`src/rtl/data_mem_arbiter.sv`:
```
// data_mem_arbiter: arbitrates a pipeline MEM stage and a loader/DMA port onto one
// single-port data memory with a fixed number of wait states.
// Ports:
//   clk, reset (async, active-low)
//   p_req/p_we/p_addr/p_wdata -> p_rdata/p_ack/stall : pipeline port
//   d_req/d_we/d_addr/d_wdata -> d_rdata/d_ack       : loader port
//   mem_en/mem_we/mem_addr/mem_wdata, mem_rdata       : shared memory
//   busy                                              : FSM not idle
// Build option: define ARB_ROUND_ROBIN_EN for round-robin on simultaneous requests;
// otherwise the pipeline has fixed priority.
module data_mem_arbiter #(
    parameter int DATA_WIDTH  = 32,
    parameter int ADDR_WIDTH  = 32,
    parameter int WAIT_STATES = 1
) (
    input  logic                  clk,
    input  logic                  reset,
    input  logic                  p_req,
    input  logic                  p_we,
    input  logic [ADDR_WIDTH-1:0] p_addr,
    input  logic [DATA_WIDTH-1:0] p_wdata,
    output logic [DATA_WIDTH-1:0] p_rdata,
    output logic                  p_ack,
    output logic                  stall,
    input  logic                  d_req,
    input  logic                  d_we,
    input  logic [ADDR_WIDTH-1:0] d_addr,
    input  logic [DATA_WIDTH-1:0] d_wdata,
    output logic [DATA_WIDTH-1:0] d_rdata,
    output logic                  d_ack,
    output logic                  mem_en,
    output logic                  mem_we,
    output logic [ADDR_WIDTH-1:0] mem_addr,
    output logic [DATA_WIDTH-1:0] mem_wdata,
    input  logic [DATA_WIDTH-1:0] mem_rdata,
    output logic                  busy
);
    typedef enum logic [1:0] {IDLE, ACCESS, DONE} state_t;
    state_t state, state_nx;
    logic                  grant;
    logic                  we_q;
    logic [ADDR_WIDTH-1:0] addr_q;
    logic [DATA_WIDTH-1:0] wdata_q;
    logic [3:0]            cnt;
    logic                  win;
    logic                  start;
    logic                  last_cyc;

    assign start    = state == IDLE && (p_req || d_req);
    assign last_cyc = state == ACCESS && cnt == 4'd1;

    // win = 1 selects the loader
`ifdef ARB_ROUND_ROBIN_EN
    logic last_ld;
    assign win = d_req && (!p_req || !last_ld);
    always_ff @(posedge clk or negedge reset)
        if (!reset) last_ld <= 1'b1;
        else if (start) last_ld <= win;
`else
    assign win = d_req && !p_req;
`endif

    always_ff @(posedge clk or negedge reset)
        if (!reset) state <= IDLE;
        else state <= state_nx;

    always_comb begin
        state_nx = state == ACCESS ? (cnt == 4'd1 ? DONE : ACCESS) : start ? ACCESS : IDLE;
    end

    always_ff @(posedge clk or negedge reset)
        if (!reset) begin
            grant   <= 1'b0;
            we_q    <= 1'b0;
            addr_q  <= '0;
            wdata_q <= '0;
            cnt     <= '0;
            p_rdata <= '0;
            d_rdata <= '0;
        end else begin
            if (start) begin
                grant   <= win;
                we_q    <= win ? d_we : p_we;
                addr_q  <= win ? d_addr : p_addr;
                wdata_q <= win ? d_wdata : p_wdata;
                cnt     <= 4'(WAIT_STATES);
            end else if (state == ACCESS) cnt <= cnt - 4'd1;
            if (last_cyc && !we_q && !grant) p_rdata <= mem_rdata;
            if (last_cyc && !we_q && grant) d_rdata <= mem_rdata;
        end

    assign mem_en    = state == ACCESS;
    assign mem_we    = mem_en && we_q;
    assign mem_addr  = addr_q;
    assign mem_wdata = wdata_q;
    assign p_ack     = state == DONE && !grant;
    assign d_ack     = state == DONE && grant;
    assign busy      = state != IDLE;
    assign stall     = p_req && !p_ack;
endmodule

```
`config.mk`:
```
export PLATFORM = sky130hd
export DESIGN_NAME = data_mem_arbiter
export DESIGN_NICKNAME = d
export VERILOG_FILES = /design/src/rtl/data_mem_arbiter.sv
export SDC_FILE = /design/constraint.sdc
export NUM_CORES = 1
export LEC_CHECK = 0
export CAP_MARGIN = 10
export CORE_UTILIZATION = 41
export CTS_CLUSTER_DIAMETER = 150
export DETAILED_ROUTE_END_ITERATION = 6
export PLACE_DENSITY = 0.86
export SLEW_MARGIN = 30
export SYNTH_ARGS = -nofsm -noshare
export SYNTH_HDL_FRONTEND = slang
export SYNTH_SLANG_ARGS = --single-unit
export TNS_END_PERCENT = 100
```
`constraint.sdc`:
```
create_clock -name clk -period 1.8 [get_ports clk]
set_clock_uncertainty 0.1 [all_clocks]
set_input_delay 0.18 -clock clk [delete_from_list [all_inputs] [get_ports clk]]
set_output_delay 0.18 -clock clk [all_outputs]
set_load 0.005 [all_outputs]
```
==> summary.md <==
| Metric | Value |
|---|---|
| Clk Latency, worst-skew pair | 0.42 ns |
| Relative slew slack | 69.0% |
| Rows | 44 |
| Most frequent cells in the layout | clkdlybuf4s50_1 (292), dfrtp_1 (135), mux2_2 (109) |
| Failing checks | setup timing |
| Cells after synthesis | 385 |
| R2R cell count | 7 |
| WS Path Type | flop to flop |
| Diode count | 0 |
| Number of H-tree levels | 4 |
| Top FF cell, synth | dfrtp_1 |
| Minimum hold slack | 0.177 ns |
| Peak fanout along the critical path | 6 |
| Post-synth net total | 553 |
| Io pins | 300 |
| Fin area | 10500 um2 |
| Crit path DAT | 2.03 ns |
| Post-synthesis average cell area | 15.9 um2 |
| Status | finished with violations |
| Cell Pwr Density | 1640 nW/um2 |
| Dpl cells | 879 |
| Post-route ant nets | 0 |
| Register area | 3400 um2 |
| Finish-stage setup viols | 34 |
| Post-Syn Area | 6110 um2 |
| TritonCTS clock tree | yes |
| F_max | 545 MHz |
| Post-Route WL | 18100 um |
| CTS clk-pin slew, worst paths | 0.06 ns |
| Slew @ Worst Pin | 0.465 ns |
| R2R Setup Slk | -0.03 ns |
| CTS Buf Count | 17 |
| RSZ-0062 raised after global routing | yes |
| Die Ht | 124 um |
| Initial antenna violation count | 0 |
| Final Wtd Congestion | 0.764 |
| Pleak | 4.49 nW |
| DR vias | 4639 |
| First-pass GRT wire length | 25100 um |
| Footprint of the multi-input gates | 2600 um2 |
| Largest net degree at the start of global routing | 50 |
| Fillers | 919 |
| Final Cycle Share | 102% |
| Post-synthesis cell type count | 29 |
| Final Hold Viols | 0 |
| Post-DP Area | 9530 um2 |
| Commonest non-fill, non-tap cell in the layout | clkdlybuf4s50_1 |
| DRC violations left | 0 |
| Core area | 14500 um2 |
| Vias in the first global route | 4928 |
| Wirelength per Cell | 19.4 um |
| Critical Path Sink Type | flop |
| Yosys warning total | 0 |
| Grt ovf | 0 |
| Crit path required time | 2.00 ns |
| Via density | 4.98 |
| Register bit total from synthesis | 136 |
| Nets | 902 |
| Total power | 17.2 mW |
| Initial Utilization | 42.1% |
| Final cell count without fillers | 931 |
| Number of synthesized flops with an enable pin | 0 |
| Input/output buffers | 299 |
| Initial drt markers | 124 |
| GRT Util Overall | 22.3% |
| Post-synthesis sequential area ratio | 55.7% |
| Post-synthesis async set-or-reset flop share | 100% |
| Layout cells sized above 1 | 32.4% |
| Post-DP HPWL | 12700 um |
| Drt pass-1 iters | 4 |
| # clock sinks | 136 |
| Fin crit period | 1.83 ns |
| CTS max path bufs | 2 |
| Final WS setup | -0.0343 ns |
| R2R Path End | d_rdata[13] |
| DIE WIDTH | 124 um |
| Startpoint Class | flop |
| Max Cap Viol | 0 |
| P&R area growth vs syn | 71.4% |
| Reg2reg start | cnt[1] |
| Slew Viols, Final | 0 |
| Worst Hold Class | input pin to async pin |
| Worst vdd ir | 1.13 mV |
| Full die area | 15400 um2 |
| CTS root buffer | clkbuf_16 |
| Final TNS setup | -0.428 ns |
synthesized netlist by cell type, types with 3 or more instances:
cell / number / share of area (%)
buf_2: 5 / 0.41
buf_4: 7 / 0.86
buf_6: 8 / 1.5
dfrtp_1: 136 / 56
inv_1: 3 / 0.18
mux2_1: 55 / 10
mux2_2: 109 / 20
mux2_4: 30 / 7.4
nor2_1: 4 / 0.25
o21ai_0: 3 / 0.25
repair_timing:
| action | 4_1_cts | 5_1_grt |
|---|---|---|
| cloned | 2 | 3 |
| setup buffers | 12 | 4 |
| resized for setup | 17 | 16 |
| pin swaps | 2 | 2 |
| hold buffers | 1 | 0 |
| endpoints found under the setup margin | 37 | 69 |
| hold endpoints to repair | 79 | 0 |
state kept, by name, summed over array words and instances (netlist names):
name	cells
d_rdata	32
p_rdata	32
grant	1
cnt	4
state	2
we_q	1
mem_wdata	32
mem_addr	32
per-layer routing:
layer,share of wire [%],vias up,GRT usage [%]
li1,-,2085,-
met1,34,2310,22.2
met2,54,200,40.8
met3,8.4,44,7.69
met4,3.3,0,11.2
met5,0,-,0
stage by stage:
| stage | setup WS, ns | utilization, % |
|---|---|---|
| final | -0.0343 | 72.1 |
| after global routing | -0.0791 | 72.1 |
| after CTS | -0.00197 | 71.2 |
| after detailed placement | -0.260 | 65.5 |
| after global placement | -0.213 | 65.5 |
| after floorplan | 0.103 | - |
cell families after synthesis:
logic type	after synthesis	share of synthesized area, %
AO/OA/AOI/OAI	8	0.737
adder cells (fa/ha/maj)	2	0.409
AND/OR/NAND/NOR	19	2.35
flip-flops	136	55.7
XOR/XNOR	2	0.287
multiplexers	194	37.6
buffers and inverters	24	2.99
final cells by class:
cell class / instances / share of cell area, %
repair buffers: 350 / 34.2
flip-flops and latches: 136 / 32.5
multi-input cells: 225 / 24.9
clock buffers: 18 / 4.19
well taps: 184 / 2.20
clock inverters: 14 / 1.87
inverters: 4 / 0.167
power by group:
part           switching (mW)  internal [mW]  leakage (nW)
Combinational            2.50           5.36          2.61
Sequential              0.967           4.64          1.59
Clock                    1.36           2.36         0.292
Total                    4.83           12.4          4.49
how the worst max path moves through the flow:
stage	from	end	slack, ns
finish	cnt[1]	d_rdata[13]	-0.03
global route	cnt[1]	d_rdata[13]	-0.08
floorplan	cnt[1]	p_rdata[27]	0.10
CTS	cnt[1]	p_rdata[30]	-0.002
global placement	p_req	mem_addr[31]	-0.21
detailed placement	p_req	mem_addr[31]	-0.26
worst max-delay path: stages (launching register included):
cell	delay, ns
dfrtp_1	0.38
inv_2	0.08
ha_4	0.11
nor3b_4	0.25
nand4b_4	0.17
buf_6	0.17
buf_12	0.14
mux2_4	0.30
Power figures use the tool's default switching activity.
